==> src/rtl/div_unit_ctrl.sv <==
// div_unit_ctrl: radix-2 restoring divide sequencer for RV32M DIV/DIVU/REM/REMU.
// Define DIV_FAST_SPECIAL_EN to retire divide-by-zero and signed-overflow ops without iterating.
module div_unit_ctrl #(
  parameter int XLEN  = 32,
  parameter int CNT_W = 5
) (
  input  logic            i_clk,
  input  logic            i_reset,
  input  logic            i_start,
  input  logic [2:0]      i_funct3,
  input  logic [XLEN-1:0] i_rs1_val,
  input  logic [XLEN-1:0] i_rs2_val,
  input  logic [4:0]      i_rd_addr,
  input  logic            i_flush,
  output logic            o_busy,
  output logic [4:0]      o_rd_addr,
  output logic            o_wb_req,
  output logic [4:0]      o_wb_rd_addr,
  output logic [XLEN-1:0] o_wb_data,
  input  logic            i_wb_gnt
);
  typedef enum logic [1:0] {IDLE, CALC, DONE} state_t;
  localparam logic [XLEN-1:0] MIN = {1'b1, {(XLEN-1){1'b0}}};
  state_t            state_q;
  logic [CNT_W-1:0]  cnt_q;
  logic [4:0]        rd_q;
  logic              sel_rem_q, qneg_q, rneg_q, div0_q, ovf_q;
  logic [XLEN-1:0]   dvd_q, dvs_q, rem_q;
  logic              go, sgn, a_neg, b_neg, div0_d, ovf_d, skip_d, ge;
  logic [XLEN-1:0]   a_abs, b_abs, sh, rem_d, q_fix, r_fix;
  always_comb begin
    go     = i_start & i_funct3[2];
    sgn    = ~i_funct3[0];
    a_neg  = sgn & i_rs1_val[XLEN-1];
    b_neg  = sgn & i_rs2_val[XLEN-1];
    a_abs  = a_neg ? -i_rs1_val : i_rs1_val;
    b_abs  = b_neg ? -i_rs2_val : i_rs2_val;
    div0_d = i_rs2_val == '0;
    ovf_d  = sgn & (i_rs1_val == MIN) & (&i_rs2_val);
`ifdef DIV_FAST_SPECIAL_EN
    skip_d = div0_d | ovf_d;
`else
    skip_d = 1'b0;
`endif
    // a set remainder MSB means the shifted value already exceeds any XLEN-bit divisor
    sh     = {rem_q[XLEN-2:0], dvd_q[XLEN-1]};
    ge     = rem_q[XLEN-1] | (sh >= dvs_q);
    rem_d  = ge ? sh - dvs_q : sh;
    q_fix  = div0_q ? '1 : ovf_q ? MIN : qneg_q ? -dvd_q : dvd_q;
    r_fix  = ovf_q ? '0 : rneg_q ? -rem_q : rem_q;
  end
  always_ff @(posedge i_clk or posedge i_reset) begin
    if (i_reset) begin
      state_q      <= IDLE;
      cnt_q        <= '0;
      rd_q         <= '0;
      sel_rem_q    <= 1'b0;
      qneg_q       <= 1'b0;
      rneg_q       <= 1'b0;
      div0_q       <= 1'b0;
      ovf_q        <= 1'b0;
      dvd_q        <= '0;
      dvs_q        <= '0;
      rem_q        <= '0;
      o_wb_req     <= 1'b0;
      o_wb_rd_addr <= '0;
      o_wb_data    <= '0;
    end else begin
      case (state_q)
        IDLE: if (go) begin
          state_q   <= skip_d ? DONE : CALC;
          cnt_q     <= '0;
          rd_q      <= i_rd_addr;
          sel_rem_q <= i_funct3[1];
          qneg_q    <= a_neg ^ b_neg;
          rneg_q    <= a_neg;
          div0_q    <= div0_d;
          ovf_q     <= ovf_d;
          dvd_q     <= a_abs;
          dvs_q     <= b_abs;
          // the skipped divide-by-zero path still needs |rs1| as its remainder
          rem_q     <= (skip_d & div0_d) ? a_abs : '0;
        end
        CALC: if (i_flush) state_q <= IDLE;
        else begin
          rem_q <= rem_d;
          dvd_q <= {dvd_q[XLEN-2:0], ge};
          cnt_q <= cnt_q + 1'b1;
          if (cnt_q == CNT_W'(XLEN-1)) state_q <= DONE;
        end
        DONE: if ((o_wb_req & i_wb_gnt) | i_flush) begin
          state_q  <= IDLE;
          o_wb_req <= 1'b0;
        end else if (!o_wb_req) begin
          o_wb_req     <= 1'b1;
          o_wb_rd_addr <= rd_q;
          o_wb_data    <= sel_rem_q ? r_fix : q_fix;
        end
        default: state_q <= IDLE;
      endcase
    end
  end
  assign o_busy    = state_q != IDLE;
  assign o_rd_addr = o_busy ? rd_q : 5'd0;
endmodule

==> config.mk <==
export PLATFORM = sky130hd
export DESIGN_NAME = div_unit_ctrl
export DESIGN_NICKNAME = d
export VERILOG_FILES = /design/src/rtl/div_unit_ctrl.sv
export SDC_FILE = /design/constraint.sdc
export NUM_CORES = 1
export LEC_CHECK = 0
export CAP_MARGIN = 20
export CORE_UTILIZATION = 60
export DETAILED_ROUTE_END_ITERATION = 12
export PLACE_DENSITY = 0.84
export SYNTH_ARGS = -nofsm -noshare
export SYNTH_HDL_FRONTEND = slang
export SYNTH_SLANG_ARGS = --single-unit
==> constraint.sdc <==
create_clock -name i_clk -period 8.98 [get_ports i_clk]
set_input_delay 1.796 -clock i_clk [delete_from_list [all_inputs] [get_ports i_clk]]
set_output_delay 1.796 -clock i_clk [all_outputs]
set_load 0.005 [all_outputs]
# == Word-level counts from Yosys, hierarchy flattened ==
# Index checks and enable logic that the tools add are counted.
# op_classes
add_sub_neg,6
magnitude_cmp,1
eq_ne,8
n_mux,25
bitwise_logic,12
n_reduce_logical,9
# ops
cell,count
$mux 32,13
$neg 32->32,4
$pmux 32 s2,2
$eq 32x32->1 const B,1
$ge 32x32->1,1
$logic_not 32->1,1
$reduce_and 32->1,1
$sub 32x32->32,1
$mux 5,3
$pmux 5 s2,1
$reduce_and 3->1,3
$mux 2,4
$and 1x1->1,6
$ne 2x2->1 const B,3
$pmux 2 s3,1
$add 5x1->5 const B,1
$eq 5x5->1 const B,1
$reduce_bool 2->1,2
$ne 3x3->1 const B,1
$not 1->1,3
$eq 2x1->1 const B,1
$eq 2x2->1 const B,1
$logic_not 2->1,1
$or 1x1->1,2
other kinds (3),3
# word_totals
regBits,151
inputBits,77
out_inout_bits,44

# == Depth between registers and ports, before layout ==
# Gate-level depths: netlist of run 1.
# depth
depth_word,5
depth_mapped,13
ltp_nobuf,11

# == Worst setup path after synthesis of run 1 ==
# No wires, ideal clock.
# synth_path
path_type,input to register
startpoint,in i_rs1_val[12]
endpoint,reg dvd_q[28]
setup_ns,0.133
t_arrival_ns,3.763
required_time_ns,8.847
setup_slack_ns,5.084
stages,8
path_cell_list,or3_1 > or3_1 > nor4_1 > nand2_1 > or4_1 > o21ai_0 > xor2_1 > o21ai_0
# synth_between
elab_chain_len,4
# synth_lines
element,line,text
from (decl),11,"input logic [XLEN-1:0] i_rs1_val,"
$neg 32->32,36,a_abs = a_neg ? -i_rs1_val : i_rs1_val;
$mux 32,36,
$mux 32,70,IDLE: if (go) begin
$pmux 32 s2,69,case (state_q)
to (signal assigned),79,dvd_q <= a_abs;
to (signal assigned),87,"dvd_q <= {dvd_q[XLEN-2:0], ge};"
to (decl),28,"logic [XLEN-1:0] dvd_q, dvs_q, rem_q;"
# Every way passes these cells. The select of a mux whose other input is x is not followed.
# A chain may end at the register's enable or synchronous reset.

# == Worst setup path in the final report of run 1 ==
# layout_path
startpoint,in i_rs1_val[2]
endpoint,reg dvd_q[29]
# Same word-level chain as after synthesis.

==> flow_summary.ini, run 1 <==
[status]
outcome = finished clean

[synthesis]
yosys.area_share.xor_xnor = 0.1139
synthFlopType = dfrtp_1
synthCells = 1340
netlist_top_cells_area = dfrtp_1, o21ai_0, xnor2_1, nand2_1, xor2_1
synth_cell_types = 72
ys_warn_count = 0
synth_top_family_by_area = compound AO/OA/AOI/OAI gates
synth_area_mm2 = 0.01107
synth.most_common_cell = nand2_1
netlist.area_leader.share = 0.3414
synthMuxAreaShare = 0.02351
ys_seq_elements = 151
synth_fp_nets = 1457
synth-adder-area-share = 0.04590
synth_compound_area_frac = 0.2434
synthArstFlopShare = 1.000
synth-edff-count = 0
syn_area_per_cell_um2 = 8.260
ys_top_cells_by_count = nand2_1, dfrtp_1, o21ai_0
yosys.area_share.simple = 0.1790
yosysSeqAreaShare = 0.3414
synth_top_area_cell = dfrtp_1

[clock_tree]
cts_made_buffers = 17
postCtsSetupRepairBufs = 0
clk_pin_slew_ns = 0.07
tritoncts = yes
post_cts_resized = 0
clkLatencyLatePin_ns = 0.43
cts_sinks = 151
htreeDepth = 4
cts.path.max_buffers = 2
hold_buffers = 0
root_buffer = clkbuf_16

[pwr]
seq_power_share = 0.284
irDropWorstVdd_uv = 268.7
leakagePower_nw = 5.642
p_per_area_mw_per_mm2 = 293.3
pwr-share-comb = 0.519
p_clk_frac = 0.197
internal_power_mw = 2.099
total_power_mw = 3.797
switching_power_mw = 1.698
swShare = 0.4471

[critical_path]
crit_slowest_cell = nor4_1
path_common_cell = nor4_1
worst_setup_path_end_kind = register
critPathLaunchType = input pin
max_stage_delay_ns = 0.53
worstPathCellList = clkdlybuf4s50_1, or3_1, nor4_1, and3_1, nand3_1, nor4_1, a21oi_1, xnor2_1, o21ai_0
critPathArrivalTime_ns = 4.57
worst-setup-path-type = input pin to register
cp.required_ns = 9.25
cp_max_fo = 7

[finish]
antenna_cells = 0
final_net_count = 1525
area_growth_pct = 16.97
drive_gt1_frac = 0.04222
fill_cells = 1408
final_area_mm2 = 0.01295

[timing]
finalSetupViolCount = 0
hold_violations = 0
worst_pin_slew_ns = 1.053
min_period_over_period = 0.4790
tns_ns = 0
rsz0062_at_grt = no
report.final.slew_viol_count = 0
skew_ns = 0.01010
finalCriticalPeriod_ns = 4.301
fmax_ghz = 0.2325
max_slew_margin = 0.2977

[route]
route.detailed.drc = 0
num_vias = 10450
wl_um = 30430
first_pass_iters = 5
drt_iter0_drc = 1205
avgRoutedWirePerCell_um = 18.44
ant_nets = 0
routed_via_density = 6.331

[global_routing]
track_usage = 0.3319
grt_use_met1 = 0.4736
grt_pass1_vias = 9452
grt_use_met2 = 0.5047
antenna_found_initial = 1
grt_max_degree = 90
gr-max-usage-layer = met2
grt.overflow.total = 0
grtUsageMet3 = 0.05666
grt_pass1_wl_um = 48760

[floorplan]
dieArea_mm2 = 0.01899
num_rows = 49
die_height_um = 137.8
coreArea_mm2 = 0.01802
io_pins = 121
die_w_um = 137.8
start_util = 0.6140

[placed_design]
dpl_cell_area_mm2 = 0.01232
gp_congestion = 0.9453
io_buffers = 120
dp.final_hpwl_um = 22550

[hold_path]
hp-class = register to register

[job]
max_cap_viol_count = 0
## power groups by stage
stage / registers, mW / clock network [mW] / logic [mW]
after floorplan: 0.969 / 0 / 1.51
after global placement: 1.07 / 0 / 1.87
after detailed placement: 1.08 / 0 / 1.91
after CTS: 1.07 / 0.752 / 1.94
after global routing: 1.10 / 0.782 / 2.17
final: 1.08 / 0.748 / 1.97
## critical path, delay by kind of cell
family | cells | cell delay (ns)
AOI/OAI and AO/OA | 2 | 0.26
xor gates and xnor gates | 1 | 0.17
and+or+nand+nor | 5 | 1.88
buffers and inverters | 1 | 0.46
## sequential cells by signal (all words and copies together), names as in the netlist, 2 cells and up
name	cells
dvd_q	32
dvs_q	32
o_wb_data	32
rem_q	32
cnt_q	5
o_wb_rd_addr	5
rd_q	5
state_q	2
## layer usage
metal,vias to the layer above,share of wire
met1,4963,0.45
met5,-,0
met2,466,0.45
li1,4959,-
met4,0,0.025
met3,58,0.073
## kinds of logic (layout without fill, tap and decap cells)
kind of cell	Yosys count	after routing
fa+ha+maj	40	40
simple gates	415	415
flops	151	151
mux	26	26
xor+xnor	144	144
compound gates	421	421
buf+inv	143	224
## cell usage in the layout (no fill, tap or decap), types with 8 or more instances in the layout
| cell | count |
|---|---|
| a21o_1 | 19 |
| a21oi_1 | 84 |
| a22oi_1 | 19 |
| a31oi_1 | 20 |
| a32oi_1 | 11 |
| and3_1 | 12 |
| buf_4 | 9 |
| clkbuf_16 | 17 |
| clkdlybuf4s50_1 | 120 |
| dfrtp_1 | 151 |
| ha_1 | 39 |
| inv_1 | 61 |
| mux2i_1 | 26 |
| nand2_1 | 171 |
| nand2b_1 | 13 |
| nand3_1 | 18 |
| nand4_1 | 20 |
| nor2_1 | 80 |
| nor2b_1 | 14 |
| nor3_1 | 18 |
| nor4_1 | 18 |
| o211ai_1 | 12 |
| o21a_1 | 13 |
| o21ai_0 | 139 |
| o22ai_1 | 9 |
| o31ai_1 | 27 |
| o41ai_1 | 12 |
| or3_1 | 17 |
| or4_1 | 8 |
| xnor2_1 | 77 |
| xor2_1 | 67 |
## path summary, 6_finish.rpt
check                      slack [ns]               to       startpoint  cells past startpoint
min in group asynchronous        1.86        dvs_q[25]          i_reset                      2
min                              0.47  o_wb_rd_addr[2]  o_wb_rd_addr[2]                      2
min reg2reg                      0.47  o_wb_rd_addr[2]  o_wb_rd_addr[2]                      2
max reg2reg                      5.23        rem_q[31]        dvd_q[31]                     12
max                              4.68        dvd_q[29]     i_rs1_val[2]                      9
max in group asynchronous        5.71        dvd_q[18]          i_reset                      3
## layout make-up
cell class              count  area [µm²]  share of cell area
clock buffers              20       446.7             0.03450
clock inverters            12       166.4             0.01285
inverters                  62       237.7             0.01836
multi-input cells        1046        6746              0.5211
flip-flops and latches    151        3779              0.2919
well taps                 229       286.5             0.02213
repair buffers            130        1284             0.09916
## per-stage QoR
step                      hold WS, ns  setup WS [ns]  std cells  utilization
after floorplan                0.4498          3.119       1340            -
after global placement         0.4529          4.402       1617       0.6834
after detailed placement       0.4669          4.294       1617       0.6834
after CTS                      0.4836          4.729       1649       0.7174
after global routing           0.4959          4.405       1650       0.7182
final                          0.4749          4.679       1650       0.7182
(Power assumes the default switching activity.)
==> run 2, diff against run 1 <==
--- a/config.mk
+++ b/config.mk
@@ -6,9 +6,9 @@
 export NUM_CORES = 1
 export LEC_CHECK = 0
 export CAP_MARGIN = 20
-export CORE_UTILIZATION = 60
+export CORE_UTILIZATION = 58
 export DETAILED_ROUTE_END_ITERATION = 12
-export PLACE_DENSITY = 0.84
+export PLACE_DENSITY = 0.82
 export SYNTH_ARGS = -nofsm -noshare
 export SYNTH_HDL_FRONTEND = slang
 export SYNTH_SLANG_ARGS = --single-unit
==> constraint.sdc (replaced) <==
create_clock -name i_clk -period 4.3 [get_ports i_clk]
set_input_delay 0.86 -clock i_clk [delete_from_list [all_inputs] [get_ports i_clk]]
set_output_delay 0.86 -clock i_clk [all_outputs]
set_load 0.005 [all_outputs]
==> run 2 against run 1 <==
Die area increased by 3.4%. Non-clock buffer count increased by 6. Highest routed layer unchanged. Register-to-register slack got worse by 4.5 ns.
==> flow_summary.ini, run 2 (synthesized netlist as in run 1, its figures left out) <==
[pwr]
pwr-share-comb = 0.527
total_power_mw = 7.898
p_clk_frac = 0.190
internal_power_mw = 4.295
leakagePower_nw = 5.667
irDropWorstVdd_uv = 477.4
switching_power_mw = 3.603
seq_power_share = 0.283
p_per_area_mw_per_mm2 = 607.8
swShare = 0.4562

[route]
num_vias = 10380
route.detailed.drc = 0
avgRoutedWirePerCell_um = 18.61
ant_nets = 0
first_pass_iters = 7
drt_iter0_drc = 916
routed_via_density = 6.250
wl_um = 30910

[timing]
fmax_ghz = 0.2796
skew_ns = 0.008858
worst_pin_slew_ns = 1.062
finalCriticalPeriod_ns = 3.577
hold_violations = 0
min_period_over_period = 0.8318
finalSetupViolCount = 0
fin_ws_ns = 0.7232
report.final.slew_viol_count = 0
rsz0062_at_grt = no
max_slew_margin = 0.2923
holdWs_ns = 0.4784
tns_ns = 0

[global_routing]
grtUsageMet3 = 0.06427
grt_use_met2 = 0.5021
grt_use_met1 = 0.4571
grt_max_degree = 61
track_usage = 0.3250
grt.overflow.total = 0
gr-max-usage-layer = met2
grt_pass1_wl_um = 50120
antenna_found_initial = 1
grt_pass1_vias = 9649

[placed_design]
dpl_cell_area_mm2 = 0.01241
gp_congestion = 0.9617
io_buffers = 120
place_ws_ns = 0.4765
dpl.cell_count = 1629
dp.final_hpwl_um = 23440

[clock_tree]
cts.path.max_buffers = 2
tritoncts = yes
clkLatencyLatePin_ns = 0.44
root_buffer = clkbuf_16
clk_pin_slew_ns = 0.07
cts_sinks = 151
cts_made_buffers = 17
hold_buffers = 0
post_cts_resized = 0
postCtsSetupRepairBufs = 0
htreeDepth = 4

[critical_path]
critPathArrivalTime_ns = 3.93
worst_setup_path_end_kind = register
cp_max_fo = 38
worst-setup-path-type = register to register
cp.required_ns = 4.65
critPathLaunchType = register

[finish]
final_area_mm2 = 0.01300
final_net_count = 1531
area_growth_pct = 17.41
most-common-layout-cells = nand2_1, dfrtp_1, o21ai_0
instances_no_fill = 1661
antenna_cells = 0
fill_cells = 1486
final_core_util = 0.6947
drive_gt1_frac = 0.04765
final_common_cell = nand2_1

[hold_path]
hp-class = register to register

[floorplan]
die_height_um = 140.1
start_util = 0.5917
die_w_um = 140.1
num_rows = 50
io_pins = 121
coreArea_mm2 = 0.01871
dieArea_mm2 = 0.01964

[status]
outcome = finished clean

[job]
max_cap_viol_count = 0
-- run 2: cell count changes in the layout (fill, tap and decap cells not counted), moves of 2 or more --
cell / previous run / this run
buf_12: 0 / 3
buf_4: 9 / 13
bufinv_16: 3 / 1
clkbuf_1: 2 / 0
clkinv_4: 4 / 0
clkinvlp_4: 1 / 3
inv_6: 3 / 7
inv_8: 1 / 4
-- run 2: final timing paths --
path,start,end,slack [ns],cells past startpoint
worst max-delay path,dvd_q[31],rem_q[28],0.72,12
worst min-delay path,o_wb_rd_addr[2],o_wb_rd_addr[2],0.48,2
worst max register to register,dvd_q[31],rem_q[28],0.72,12
worst min register to register,o_wb_rd_addr[2],o_wb_rd_addr[2],0.48,2
max in group asynchronous,i_reset,dvs_q[31],2.46,3
min in group asynchronous,i_reset,rem_q[31],0.97,2
-- run 2: area by class of cell --
type / count / area, µm² / share of cell area
Tap cell: 234 / 292.8 / 0.02253
Clock buffer: 17 / 425.4 / 0.03274
Timing Repair Buffer: 136 / 1359 / 0.1046
Sequential cell: 151 / 3779 / 0.2908
Inverter: 62 / 236.5 / 0.01820
Multi-Input combinational cell: 1046 / 6746 / 0.5192
Clock inverter: 15 / 156.4 / 0.01204
-- run 2: power by group through the flow --
stage	Clock [mW]	Combinational, mW	Sequential, mW
final	1.50	4.16	2.24
after global routing	1.57	4.57	2.28
after CTS	1.50	4.11	2.22
after detailed placement	0	4.08	2.24
after global placement	0	4.00	2.23
after floorplan	0	3.16	2.02
-- run 2: critical path: stages, from the launching register on --
cell and delay, ns:
dfrtp_1 0.38, inv_1 0.07, ha_1 0.23, fa_1 0.40, nand2b_1 0.19, a21o_1 0.20
a211oi_1 0.53, o311ai_0 0.34, a21oi_1 0.30, o32ai_4 0.14, buf_12 0.21, nand2b_1 0.25
o21ai_0 0.24
-- run 2: metal layers --
metal / up-vias / part of all wire
met5: - / 0
met4: 0 / 0.027
met3: 66 / 0.064
met2: 397 / 0.45
met1: 4934 / 0.46
li1: 4985 / -
